**src/rtl/subtrai8_serial.sv**
```systemverilog
// rtl/subtrai8_serial.sv - bit-serial subtractor S = A - B - Bin, LSB first, one bit per clock.
// Optional signed-overflow output Ov is built only when SUB_OVF_EN is defined.
module subtrai8_serial #(
  parameter int WIDTH = 8
) (
  input  logic             clk,
  input  logic             rst_n,
  input  logic             start,
  input  logic [WIDTH-1:0] A,
  input  logic [WIDTH-1:0] B,
  input  logic             Bin,
  output logic [WIDTH-1:0] S,
  output logic             Bo,
  output logic             busy,
  output logic             done
`ifdef SUB_OVF_EN
  ,
  output logic             Ov
`endif
);

  localparam int CW = (WIDTH > 1) ? $clog2(WIDTH) : 1;
  localparam logic [CW-1:0] LAST = CW'(WIDTH - 1);

  typedef enum logic [1:0] {
    IDLE = 2'd0,
    RUN  = 2'd1,
    DONE = 2'd2
  } state_t;

  state_t           state_q, state_d;
  logic [WIDTH-1:0] areg_q, breg_q, s_q;
  logic [CW-1:0]    cnt_q;
  logic             borrow_q, bo_q;
  logic             accept, last_bit;
  logic             a_bit, b_bit, d_bit, borrow_d;

  // A new operation is accepted from IDLE and also from DONE, so back-to-back ops need no idle cycle.
  assign accept   = start && (state_q != RUN);
  assign last_bit = (cnt_q == LAST);

  assign a_bit    = areg_q[0];
  assign b_bit    = breg_q[0];
  assign d_bit    = a_bit ^ b_bit ^ borrow_q;
  assign borrow_d = (~a_bit & b_bit) | (~(a_bit ^ b_bit) & borrow_q);

  always_ff @(posedge clk or negedge rst_n) begin
    if (!rst_n) begin
      state_q <= IDLE;
    end else begin
      state_q <= state_d;
    end
  end

  always_comb begin
    state_d = state_q;
    case (state_q)
      IDLE:    if (accept) state_d = RUN;
      RUN:     if (last_bit) state_d = DONE;
      DONE:    state_d = accept ? RUN : IDLE;
      default: state_d = IDLE;
    endcase
  end

  always_comb begin
    busy = 1'b0;
    done = 1'b0;
    case (state_q)
      RUN:     busy = 1'b1;
      DONE:    done = 1'b1;
      default: ;
    endcase
  end

`ifdef SUB_OVF_EN
  logic ov_q;
  assign Ov = ov_q;
`endif

  always_ff @(posedge clk or negedge rst_n) begin
    if (!rst_n) begin
      areg_q   <= '0;
      breg_q   <= '0;
      s_q      <= '0;
      cnt_q    <= '0;
      borrow_q <= 1'b0;
      bo_q     <= 1'b0;
`ifdef SUB_OVF_EN
      ov_q     <= 1'b0;
`endif
    end else if (accept) begin
      areg_q   <= A;
      breg_q   <= B;
      borrow_q <= Bin;
      cnt_q    <= '0;
      s_q      <= '0;
    end else if (state_q == RUN) begin
      areg_q   <= areg_q >> 1;
      breg_q   <= breg_q >> 1;
      borrow_q <= borrow_d;
      s_q      <= {d_bit, s_q[WIDTH-1:1]};
      if (last_bit) begin
        bo_q <= borrow_d;
`ifdef SUB_OVF_EN
        // On the last step the shifted-down bits are the operand MSBs and d_bit is the result MSB.
        ov_q <= (a_bit != b_bit) && (d_bit != a_bit);
`endif
      end else begin
        cnt_q <= cnt_q + 1'b1;
      end
    end
  end

  assign S  = s_q;
  assign Bo = bo_q;

endmodule

```
**config.mk**
```make
export PLATFORM = sky130hd
export DESIGN_NAME = subtrai8_serial
export DESIGN_NICKNAME = d
export VERILOG_FILES = /design/src/rtl/subtrai8_serial.sv
export SDC_FILE = /design/constraint.sdc
export NUM_CORES = 1
export LEC_CHECK = 0
export CAP_MARGIN = 20
export CORE_UTILIZATION = 35
export DETAILED_ROUTE_END_ITERATION = 8
export GPL_ROUTABILITY_DRIVEN = 0
export MAX_ROUTING_LAYER = met4
export PLACE_DENSITY_LB_ADDON = 0.1
export SYNTH_ARGS = -nofsm -noshare
export SYNTH_HDL_FRONTEND = slang
export SYNTH_SLANG_ARGS = --single-unit
```
**constraint.sdc**
```tcl
create_clock -name clk -period 1.7 [get_ports clk]
set_input_delay 0.17 -clock clk [delete_from_list [all_inputs] [get_ports clk]]
set_output_delay 0.17 -clock clk [all_outputs]
set_load 0.005 [all_outputs]
```
==> impl_results.md, run 1 <==
- Status: finished, final reports clean
- Final Skew: 5.90 ps
- Gr ovfl total: 0
- Syn Nets: 157
- Vias/cell: 4.76
- Post-CTS setup-driven buffer insertion count: 0
- CP top delay family: buffers and inverters
- Endpoint class of the critical path: output pin
- Post-synthesis mux area share: 0.126
- # setup viols final: 0
- Routed WL: 2800 um
- Global-route wire length before repair: 4750 um
- RSZ-0062 raised after global routing: no
- Die span in x: 68.4 um
- DRC viols: 0
- Buffers on Ports: 30
- DP Wirelength: 1860 um
- DRT Pass-1 Iters: 4
- Commonest cells post-synth: dfrtp_1 (31), nand2_1 (23), mux2i_1 (16)
- Hold_ws: 286 ps
- Crit start category: flop
- Synth top area share: 0.502
- Clock transition at path regs: 60 ps
- CP cell instances: nor2b_4 > clkdlybuf4s50_1
- Hold Vio Cnt, Final: 0
- WL/cell: 12.9 um
- Post-Syn Instances: 134
- Antenna diodes: 0
- # rows: 23
- Largest cells by area after synthesis: dfrtp_1 (50%), mux2i_1 (10%), o21ai_2 (5.7%)
- Worst VDD drop: 549 uV
- I/O Pins: 31
- Clk sinks: 31
- Crit-path max cell delay: 530 ps
- Gates resized, CTS repair: 0
- Post-synthesis sequential area ratio: 0.502
- Synthesized cell area: 1540 um^2
- Htree depth: 2
- Vias in the first global route: 1047
- Critical path class: flop to output pin
- Initial antenna violation count: 0
- Worst r2r src: cnt_q[0]$_DFFE_PN0P_
- Crit path launch: state_q[1]$_DFFE_PN0P_
- Total vias in the final route: 1033
- Routed Antenna Nets: 0
- Synth Area in Adders: 0.0292
- Starting Density: 0.375
- CP max stage cell: clkdlybuf4s50_1
- Largest net degree at the start of global routing: 36
- Max Fclk: 0.637 GHz
- Worst Path Required: 1530 ps
- Worst-Skew Late Latency: 280 ps
- CP max FO: 4
- Max Cap Violations: 0
- Largest family of logic cells by synthesized area: simple AND/OR/NAND/NOR gates
- Synth Area per Inst: 11.5 um^2
- Max Transition Viols Final: 0
- Share of layout cells above drive strength 1: 0.162
- Buf+Inv Stages, Crit Path: 1
- Rel. slew slack: 0.728
- Setup Total Neg Slack: 0 ps
- Min Tclk post-route: 1570 ps
- Least-Margin Pin Slew: 408 ps
- Post-synthesis xor/xnor area fraction: 0
- Post-route insts no fill: 217
- Async SR Flop Fraction: 1.00
- Post-synth cell types: 23
- CTS tree: done
- Core Area: 4120 um^2
- Ys flop type: dfrtp_1
- Post-layout net count: 189
- Final cycle utilization of the critical path: 0.924
- Cells after DPL: 209
- Most common cell in the synthesized netlist: dfrtp_1
- Tightest Hold Check Type: input pin to async pin
- Synthesized flop and latch total: 31
- Synth area leader: dfrtp_1
- Pwr dens: 1670 nW/um^2
- Synth Area in Compound Gates: 0.127
- Synth Warn #: 0
- Global-route usage over all layers: 0.149
- Die height: 68.4 um
- Clock buffer depth: 2
- Clock Tree Root: clkbuf_8
- Post-Synth Simple-Gate Area: 0.128
- Drt initial violations: 28
- EDFF count, synth: 0
- Total CTS buffers: 5
- Hold_buf cts: 0
- P&R area growth vs syn: 23.7%
- Critical Path AT: 1400 ps
- Leakage power: 0.875 nW
- DIE AREA: 4680 um^2
## layout make-up
| type | instances | area [um^2] |
|---|---|---|
| multi-input cells | 91 | 633 |
| clock buffers | 5 | 68.8 |
| fillers | 404 | 2210 |
| clock inverters | 3 | 15.0 |
| repair buffers | 34 | 343 |
| well taps | 50 | 62.6 |
| inverters | 3 | 11.3 |
| flip-flops and latches | 31 | 776 |
## layout by cell type, fill, tap and decap left out
cell type / instances
inv_1: 3
nor2_4: 1
fa_1: 1
ha_1: 2
and2b_1: 1
mux2i_1: 16
nor2b_4: 1
nor2_1: 4
nand2b_1: 8
o21ai_2: 10
clkdlybuf4s50_1: 30
nor2b_1: 1
clkbuf_8: 5
nand3b_1: 1
o21ai_0: 13
buf_12: 1
a21oi_1: 1
buf_4: 3
dfrtp_1: 31
a211oi_1: 1
o21ai_1: 1
mux2_2: 3
clkinv_2: 3
nand2_1: 23
a22o_1: 3
## where the power goes
| part | total [W] | switching [W] | internal [W] |
|---|---|---|---|
| clock | 0.000549 | 0.000270 | 0.000279 |
| sequential | 0.00128 | 0.000211 | 0.00107 |
| combinational | 0.00136 | 0.000670 | 0.000692 |
## path summary, 6_finish.rpt
path | slack (ps) | endpoint | cells after the start
hold / removal | 290 | areg_q[3]$_DFFE_PN0P_ | 2
setup reg to reg | 240 | cnt_q[2]$_DFFE_PN0P_ | 4
hold reg to reg | 490 | Bo$_DFFE_PN0P_ | 2
max in group asynchronous | 1120 | S[5]$_DFFE_PN0P_ | 2
setup / recovery | 130 | busy | 2
min in group clk | 490 | Bo$_DFFE_PN0P_ | 2
## kinds of logic after synthesis
| kind of cell | Yosys count |
|---|---|
| flip-flops | 31 |
| multiplexers | 19 |
| AO/OA/AOI/OAI | 29 |
| AND/OR/NAND/NOR | 40 |
| buffers and inverters | 12 |
| adder cells (fa/ha/maj) | 3 |
## registers in the layout, indices dropped and copies added (netlist names)
signal / flops
Bo: 1
cnt_q: 3
S: 8
areg_q: 8
borrow_q: 1
state_q: 2
breg_q: 8
## layer usage
metal	vias to the layer above	part of all wire	track usage
met5	-	0	-
met4	0	0.018	0.0625
met3	6	0.039	0.0550
met2	22	0.47	0.234
met1	487	0.47	0.170
li1	518	-	-
## stage by stage
stage	power, W	util	worst slack [ps]	cell area, um^2
after global routing	0.00350	0.464	73.5	1910
after global placement	0.00261	0.444	289	1830
final	0.00319	0.464	129	1910
after CTS	0.00325	0.464	111	1910
after detailed placement	0.00268	0.444	236	1830
after floorplan	0.00242	-	298	1540
Note: power is estimated with default switching activity, not from simulation.
==> run 2, diff against run 1 <==
CORE_UTILIZATION = 50   (was 35)
SKIP_CTS_REPAIR_TIMING = 1   (was not set)
==> impl_results.md, run 2 (same netlist as run 1, synthesis figures left out) <==
- Least-Margin Pin Slew: 391 ps (-16.7 ps)
- Multi-input gate area: 633 um^2 (unchanged)
- Drt initial violations: 29 (+3.6%)
- Cell Int Power: 0.00193 W (-5.7%)
- Endpoint class of the critical path: output pin
- I/O Pins: 31 (unchanged)
- Crit-path max cell delay: 490 ps (-40 ps)
- Combinational power share: 0.457 (+0.030)
- Worst VDD drop: 1110 uV (+100%)
- CP max FO: 4 (unchanged)
- Die height: 57.6 um (-16%)
- Total CTS buffers: 5 (unchanged)
- DIE AREA: 3310 um^2 (-29%)
- WL/cell: 13.3 um (+3.3%)
- DRT Pass-1 Iters: 6 (+2)
- Storage element area: 777 um^2 (+0.16%)
- Global-route wire length before repair: 4530 um (-4.6%)
- DRC viols: 2 (+2)
- Max Fclk: 0.624 GHz (-1.9%)
- Final core utilization: 0.655 (+0.191)
- Initial antenna violation count: 0 (unchanged)
- M1 GR Usage: 0.225 (+0.0547)
- RSZ-0062 raised after global routing: no
- Clock Tree Root: clkbuf_4
- Gr ovfl total: 0 (unchanged)
- Largest net degree at the start of global routing: 54 (+50%)
- Share of layout cells above drive strength 1: 0.146 (-0.0153)
- Max Cap Violations: 0 (unchanged)
- Buffers on Ports: 30 (unchanged)
- Top Usage Layer GRT: met2
- CP max stage cell: clkdlybuf4s50_1
- R2r setup slk: 210 ps (-30 ps)
- Setup Total Neg Slack: 0 ps (unchanged)
- Antenna diodes: 0 (unchanged)
- Clk network pwr share: 0.123 (-0.049)
- Rel. slew slack: 0.739 (+0.0111)
- Die span in x: 57.6 um (-16%)
- Starting Density: 0.546 (+0.171)
- Routed WL: 2600 um (-7.2%)
- Leakage power: 0.855 nW (-2.3%)
- Worst-Skew Late Latency: 330 ps (+50 ps)
- Final Skew: 6.66 ps (+0.760 ps)
- Sw Ratio: 0.365 (+0.00422)
- Filler cells: 239 (-41%)
- Most frequent cells in the layout: dfrtp_1 (30), clkdlybuf4s50_1 (29), nand2_1 (23), mux2i_1 (16), o21ai_0 (13)
- Worst Path Required: 1530 ps (about the same)
- Core Area: 2830 um^2 (-31%)
- CTS tree: done
- Crit start category: flop
- Vias/cell: 5.33 (+12%)
- Max Transition Viols Final: 0 (unchanged)
- Final cycle utilization of the critical path: 0.942 (+0.0178)
- Failing checks: design-rule violations
- Buf+Inv Stages, Crit Path: 1 (unchanged)
- Most common cell after layout, fill and taps aside: dfrtp_1
- Post-layout net count: 188 (-0.53%)
- Tightest Hold Check Type: input pin to async pin
- P&R area growth vs syn: 19.9%
- Status: complete, but fails checks
- Reg power frac: 0.420 (+0.019)
- Routed Antenna Nets: 0 (unchanged)
- Min Tclk post-route: 1600 ps (+30.3 ps)
- Critical path class: flop to output pin
- Clock buffer depth: 2 (unchanged)
- # setup viols final: 0 (unchanged)
- CP cell instances: and2b_1 > clkdlybuf4s50_1
- M3 GR Usage: 0.0748 (+0.0198)
- Met2 Track Usage GR: 0.297 (+0.0633)
- Total vias in the final route: 1040 (+0.68%)
- Clock transition at path regs: 90 ps (+30 ps)
- Pwr dens: 1640 nW/um^2 (-2.1%)
- DP Wirelength: 1760 um (-5.4%)
- Clk sinks: 31 (unchanged)
- Htree depth: 2 (unchanged)
- Sw Pwr: 0.00111 W (-3.9%)
- Global-route usage over all layers: 0.195 (+0.0458)
- # rows: 19 (-17%)
- Hold Vio Cnt, Final: 0 (unchanged)
- Vias in the first global route: 1027 (-1.9%)
- Critical Path AT: 1430 ps (+30 ps)
- CP top delay family: buffers and inverters
run 2: cell count changes in the layout (fill, tap and decap cells not counted):
cell,delta
clkbuf_4,+5
clkbuf_8,-5
clkinv_2,-3
buf_4,-2
buf_12,+1
clkbuf_1,+1
clkdlybuf4s50_1,-1
dfrtp_1,-1
dfrtp_2,+1
dlymetal6s2s_1,+1
run 2: power by group through the flow:
stage                     clock network, W  logic [W]  registers [W]
after global routing              0.000421    0.00157        0.00132
after CTS                         0.000391    0.00141        0.00128
after detailed placement                 0    0.00141        0.00129
after global placement                   0    0.00134        0.00127
after floorplan                          0    0.00117        0.00125
final                             0.000372    0.00139        0.00127
run 2: layout make-up:
cell class                 count  share of cell area
clock buffer                   6              0.0223
inverter                       3             0.00608
multi-input combinational     91               0.342
sequential                    31               0.420
tap                           31              0.0209
timing repair buffer          33               0.189
run 2: worst reg2reg max path, cell delays in order, from the launching register on:
cell and delay (ps):
dfrtp_1 390, ha_1 180, ha_1 250, mux2_2 360, a22o_1 220
run 2: through the flow:
stage          worst slack, ps  total power [W]  instance area [um^2]  hold WS, ps  std cells
2_1_floorplan              298          0.00242                  1540         -126        134
4_1_cts                   20.0          0.00308                  1850          224        195
3_5_place_dp               217          0.00270                  1810          465        189
5_1_grt                   28.2          0.00331                  1850          228        195
3_3_place_gp               290          0.00262                  1810          462        189
6_report                  98.6          0.00303                  1850          220        195
run 2: worst paths after layout:
kind                                              from                      to  depth (start not counted)
worst max-delay path            state_q[0]$_DFFE_PN0P_                    done                          2
worst min-delay path                             rst_n   areg_q[5]$_DFFE_PN0P_                          2
worst max register to register    cnt_q[1]$_DFFE_PN0P_    cnt_q[2]$_DFFE_PN0P_                          4
worst min register to register   breg_q[5]$_DFFE_PN0P_   breg_q[4]$_DFFE_PN0P_                          2
max in group asynchronous                        rst_n  state_q[1]$_DFFE_PN0P_                          2
min in group clk                                  B[7]   breg_q[7]$_DFFE_PN0P_                          3
run 2: per-layer routing:
metal / vias to the layer above / part of all wire
met3: 5 / 0.066
met4: 0 / 0.022
met2: 28 / 0.49
li1: 518 / -
met1: 489 / 0.42
met5: - / 0
